File: src/rtl/rv32_pkg.sv
// Shared constants and types for the RV32I integer register file.
// Address and data widths are fixed here so every user sees one definition.
package rv32_pkg;

  localparam int XLEN  = 32;
  localparam int NREGS = 32;
  localparam int AW    = $clog2(NREGS);

  typedef logic [AW-1:0]   reg_addr_t;
  typedef logic [XLEN-1:0] xlen_t;

  localparam reg_addr_t REG_ZERO = 5'd0;

endpackage

File: src/rtl/rv32_regfile_rdport.sv
// One combinational read port: x0 zero-check, optional write-first bypass
// from the write port, otherwise the stored register value.
module rv32_regfile_rdport
  import rv32_pkg::*;
#(
  parameter int XLEN   = rv32_pkg::XLEN,
  parameter int NREGS  = rv32_pkg::NREGS,
  parameter int AW     = rv32_pkg::AW,
  parameter int BYPASS = 1
) (
  input  logic                       i_en,
  input  logic [AW-1:0]              i_addr,
  input  logic [AW-1:0]              i_rd_address,
  input  logic [XLEN-1:0]            i_rd_value,
  input  logic [NREGS-1:0][XLEN-1:0] i_regs,
  output logic [XLEN-1:0]            o_value
);

  logic            w_is_zero;
  logic            w_hit;
  logic [XLEN-1:0] w_stored;

  assign w_is_zero = (i_addr == AW'(REG_ZERO));
  assign w_hit     = (BYPASS != 0) && (i_addr == i_rd_address);
  assign w_stored  = i_regs[i_addr];

  // While reset is held the port reads zero, even if a write is presented.
  always_comb begin
    o_value = '0;
    if (i_en && !w_is_zero) begin
      o_value = w_hit ? i_rd_value : w_stored;
    end
  end

endmodule

File: src/rtl/rv32_regfile.sv
// RV32I integer register file: x1..x31 storage, one clocked write port and
// two combinational read ports; x0 has no storage and always reads zero.
module rv32_regfile
  import rv32_pkg::*;
#(
  parameter int XLEN   = rv32_pkg::XLEN,
  parameter int NREGS  = rv32_pkg::NREGS,
  parameter int AW     = rv32_pkg::AW,
  parameter int BYPASS = 1
) (
  input  logic            clk,
  input  logic            reset_n,
  input  logic [AW-1:0]   rs1_address,
  input  logic [AW-1:0]   rs2_address,
  input  logic [AW-1:0]   rd_address,
  input  logic [XLEN-1:0] rd_value,
  output logic [XLEN-1:0] rs1_value_o,
  output logic [XLEN-1:0] rs2_value_o
);

  logic [XLEN-1:0]            r_mem [1:NREGS-1];
  logic [NREGS-1:0][XLEN-1:0] w_regs;
  logic                       w_wr_en;

  // Unknown or zero rd_address never enables a write.
  assign w_wr_en   = (rd_address != AW'(REG_ZERO));
  assign w_regs[0] = '0;

  genvar gi;
  generate
    for (gi = 1; gi < NREGS; gi++) begin : g_reg
      always_ff @(posedge clk or negedge reset_n) begin
        if (!reset_n) begin
          r_mem[gi] <= '0;
        end else if (w_wr_en && (rd_address == AW'(gi))) begin
          r_mem[gi] <= rd_value;
        end
      end
      assign w_regs[gi] = r_mem[gi];
    end
  endgenerate

  rv32_regfile_rdport #(
    .XLEN   (XLEN),
    .NREGS  (NREGS),
    .AW     (AW),
    .BYPASS (BYPASS)
  ) u_rs1 (
    .i_en         (reset_n),
    .i_addr       (rs1_address),
    .i_rd_address (rd_address),
    .i_rd_value   (rd_value),
    .i_regs       (w_regs),
    .o_value      (rs1_value_o)
  );

  rv32_regfile_rdport #(
    .XLEN   (XLEN),
    .NREGS  (NREGS),
    .AW     (AW),
    .BYPASS (BYPASS)
  ) u_rs2 (
    .i_en         (reset_n),
    .i_addr       (rs2_address),
    .i_rd_address (rd_address),
    .i_rd_value   (rd_value),
    .i_regs       (w_regs),
    .o_value      (rs2_value_o)
  );

endmodule

File: config.mk
export PLATFORM = sky130hd
export DESIGN_NAME = rv32_regfile
export DESIGN_NICKNAME = d
export VERILOG_FILES = /design/src/rtl/rv32_pkg.sv /design/src/rtl/rv32_regfile_rdport.sv /design/src/rtl/rv32_regfile.sv
export SDC_FILE = /design/constraint.sdc
export NUM_CORES = 2
export LEC_CHECK = 0
export BUFFER_PORTS_ARGS = -buffer_cell sky130_fd_sc_hd__buf_2
export CAP_MARGIN = 20
export CORE_ASPECT_RATIO = 0.7
export CORE_MARGIN = 5
export CORE_UTILIZATION = 49
export CTS_CLUSTER_SIZE = 30
export DETAILED_ROUTE_END_ITERATION = 16
export HOLD_SLACK_MARGIN = 0.02
export PLACE_DENSITY = 0.66
export SLEW_MARGIN = 20
export SYNTH_ARGS = -nofsm -noshare
export SYNTH_HDL_FRONTEND = slang
export SYNTH_SLANG_ARGS = --single-unit
File: constraint.sdc
create_clock -name clk -period 3.55 [get_ports clk]
set_input_delay 0.71 -clock clk [delete_from_list [all_inputs] [get_ports clk]]
set_output_delay 0.71 -clock clk [all_outputs]
set_load 0.005 [all_outputs]
==> summary.txt <==
Outcome
  • Status: finished clean

Setup path
  • Depth of the worst register-to-register path: 1
  • Top cell by count, worst path: buf_2
  • Critical path depth: 9
  • Top delay family on crit path: compound AO/OA/AOI/OAI gates
  • Crit Path Category: in2out
  • Crit path arrival time: around 2800 ps
  • Critical Path Start: rs2_address[4]
  • Worst path required time: between 2000 and 3000 ps
  • Startpoint Class: input pin
  • CP Max Fanout: 10
  • Buf/Inv on CP: 4
  • Crit-path cells: buf_2 > or2_2 > buf_4 > o31ai_4 > nor3_2 > buf_12 > o32a_1 > a41o_1 > buf_2
  • Critical path's slowest cell: or2_2
  • R2r startpoint: r_mem[667]$_DFFE_PN0P_
  • Slowest stage delay, CP: approximately 340 ps
  • Crit path capture type: output port

Logic synthesis
  • Simple-gate share of the synthesized area: 0.0278
  • Netlist Area Pre-Place: between 0.05 and 0.06 mm²
  • Async SR Flop Fraction: 1.00
  • Seq cells post-synth: just under 1,000
  • Syn Nets: 3,908
  • Adder-cell share of the synthesized area: 0
  • Distinct cells, synth: 62
  • Mux share of post-synthesis cell area: 0.415
  • Sequential fraction of the synthesis area: 0.457
  • Largest family of logic cells by synthesized area: multiplexers
  • Synth Area in XOR/XNOR: 0.00161
  • Number of flops mapped to enable cells by yosys: 0
  • Synth Area in Compound Gates: 0.0595
  • Post-Syn Area per Cell: 14.1 µm²
  • Synth warn: 0
  • Syn Inst Count: ~3,900
  • Synth Flop Type: dfrtp_1

Pwr
  • Leak pwr: approximately 26 nW
  • VDD IR max: approximately 0.00041 V
  • Pwr Total: approximately 0.036 W
  • Power Density: slightly below 600 mW/mm²

Run
  • # Max-Cap Violations: 0

Floorplan
  • Die height: between 200 and 300 µm
  • Core Rows: 102
  • Initial Util: 0.492
  • I/O Pins: 113
  • DIE AREA: roughly 0.12 mm²
  • CORE AREA: roughly 0.11 mm²
  • Die W: approximately 410 µm

Place
  • Final GP Congestion: between 0.8 and 0.9
  • Placed Cells incl. Taps: 5,344
  • DP HPWL: 120,000 µm
  • Placed cell area: around 0.058 mm²
  • Port-buffer cells: approximately 110

Layout
  • Final Instance Count excl. Fillers: 5,535
  • Register area: 0.0248 mm²
  • Regs by FF count: r_mem x992
  • Area delta synth->final: 14.2%
  • Multi-input gate area: roughly 0.028 mm²
  • Final instance area: between 0.06 and 0.07 mm²
  • Net count, final: 4,041
  • Max FFs per register: about 1,000
  • Share of layout cells above drive strength 1: 0.513
  • Top reg by flops: r_mem
  • FILL cells: slightly below 9,000
  • Commonest non-fill, non-tap cells in the layout: mux2_2, dfrtp_1, mux4_2
  • Commonest non-fill, non-tap cell in the layout: mux2_2

Timing
  • Final slew viol count: 0
  • Unrepaired setup endpoints after global routing: no
  • Setup TNS Final: 0 ps
  • Slew at the pin with the worst max-slew slack: ~1100 ps
  • Minimum hold slack: slightly above 90 ps
  • Final setup fails: 0
  • Tmin final: 3530 ps
  • Clk_skew: 0 ps
  • Hold Fails Final Rpt: 0
  • Max-slew headroom: 0.285
  • Max Freq: about 0.28 GHz
  • Final worst-path cycle share: 0.995

Routing
  • First-pass DRT Iterations: 7
  • DRC viols: 0
  • Final ANT Viol Nets: 0
  • Via-per-instance ratio: between 6 and 7
  • WL final: between 150,000 and 200,000 µm
  • Wire per inst: ~34 µm
  • Via count: between 30,000 and 40,000
  • Initial drt markers: between 4,000 and 5,000

Global route
  • First-pass GRT wire length: 272,000 µm
  • Vias in the first global route: approximately 38,000
  • Initial antenna violation count: 10
  • Largest net degree at the start of global routing: around 170
  • Congestion Overflow GR: 0
  • GRT Util Overall: 0.314

Clock tree
  • Root Driver: clkbuf_16
  • CTS tree: built
  • H-Tree Depth: 3
  • CTS buffer count: ~100
  • Clock Latency Late Sink: a little over 700 ps
  • CTS sink cnt: ~990
  • Post-CTS setup buffers: 0
  • Clock-pin slew on the worst setup and hold paths: ~60 ps
  • Max clock buf depth: 3

Min path
  • Hold WC Path Type: in2async
metrics by stage:
step | worst slack [ps] | util
after floorplan | 589 | -
after global placement | -91.9 | 0.528
after detailed placement | -48.5 | 0.528
after CTS | 14.5 | 0.561
after global routing | 5.22 | 0.562
final | 16.5 | 0.562
kinds of logic after synthesis:
| logic type | count (synthesis) |
|---|---|
| AOI/OAI and AO/OA | 440 |
| DFF | 992 |
| and+or+nand+nor | 319 |
| buffers and inverters | 419 |
| muxes | 1679 |
| xor gates and xnor gates | 10 |
worst paths after layout:
check / to / slack (ps)
setup / recovery: rs2_value_o[18] / 20
hold / removal: r_mem[393]$_DFFE_PN0P_ / 90
setup reg to reg: r_mem[667]$_DFFE_PN0P_ / 2720
hold reg to reg: r_mem[903]$_DFFE_PN0P_ / 520
max in group asynchronous: r_mem[973]$_DFFE_PN0P_ / 1580
min in group clk: r_mem[938]$_DFFE_PN0P_ / 450
cell usage after synthesis (5+ instances only):
library cell / number / area [µm²]
buf_4: 41 / 308
a221oi_1: 47 / 412
o221a_2: 6 / 67.6
mux4_2: 352 / 7930
mux2_1: 15 / 169
a22o_1: 21 / 184
buf_6: 26 / 293
a21oi_1: 62 / 310
o21ai_0: 40 / 200
and3_1: 17 / 106
dfrtp_1: 992 / 24800
xnor2_1: 9 / 78.8
nor2_1: 74 / 278
nor2b_1: 22 / 138
buf_2: 132 / 661
a211oi_1: 34 / 255
or2_2: 5 / 31.3
o22ai_1: 53 / 332
a2111oi_0: 7 / 61.3
mux2i_1: 269 / 2690
nand3b_1: 8 / 60.1
o2111ai_1: 5 / 43.8
nand2b_1: 14 / 87.6
a222oi_1: 9 / 90.1
a31oi_1: 10 / 62.6
nand2_1: 107 / 402
o32a_1: 9 / 90.1
o21ai_1: 14 / 70.1
mux2_2: 1043 / 11700
a32oi_1: 5 / 43.8
nand4_1: 8 / 50.1
nand3_1: 36 / 180
nor3_1: 9 / 45.0
a41o_1: 8 / 80.1
buf_1: 46 / 173
a22oi_1: 76 / 571
clkbuf_1: 171 / 642
a32o_1: 10 / 100
routing by layer:
metal	part of all wire	wire [µm]	global-route usage	vias to the layer above
met2	0.42	78100	0.442	2282
met1	0.42	77900	0.450	20200
met3	0.12	23300	0.116	404
met5	0.00021	39	0	-
li1	-	-	-	15200
met4	0.040	7440	0.111	6
final cells by class:
| class | instances | share of cell area |
|---|---|---|
| sequential | 992 | 0.401 |
| clock buffer | 141 | 0.0483 |
| timing repair buffer | 445 | 0.0648 |
| tap | 1456 | 0.0294 |
| antenna | 5 | 0.000202 |
| multi-input combinational | 2448 | 0.446 |
| clock inverter | 45 | 0.0103 |
| inverter | 3 | 0.000182 |
report_power, final:
part	leakage (nW)	internal [W]	switching, W
Clock	1.80	0.00697	0.00478
Sequential	12.2	0.0140	0.00212
Combinational	12.5	0.00491	0.00343
Total	26.4	0.0258	0.0103
repair_timing:
action / in CTS / in global routing
pin swaps: 0 / 1
resized for setup: 2 / 13
setup endpoints to repair: 2 / 12
hold buffers: 0 / 0
(Power assumes the default switching activity.)
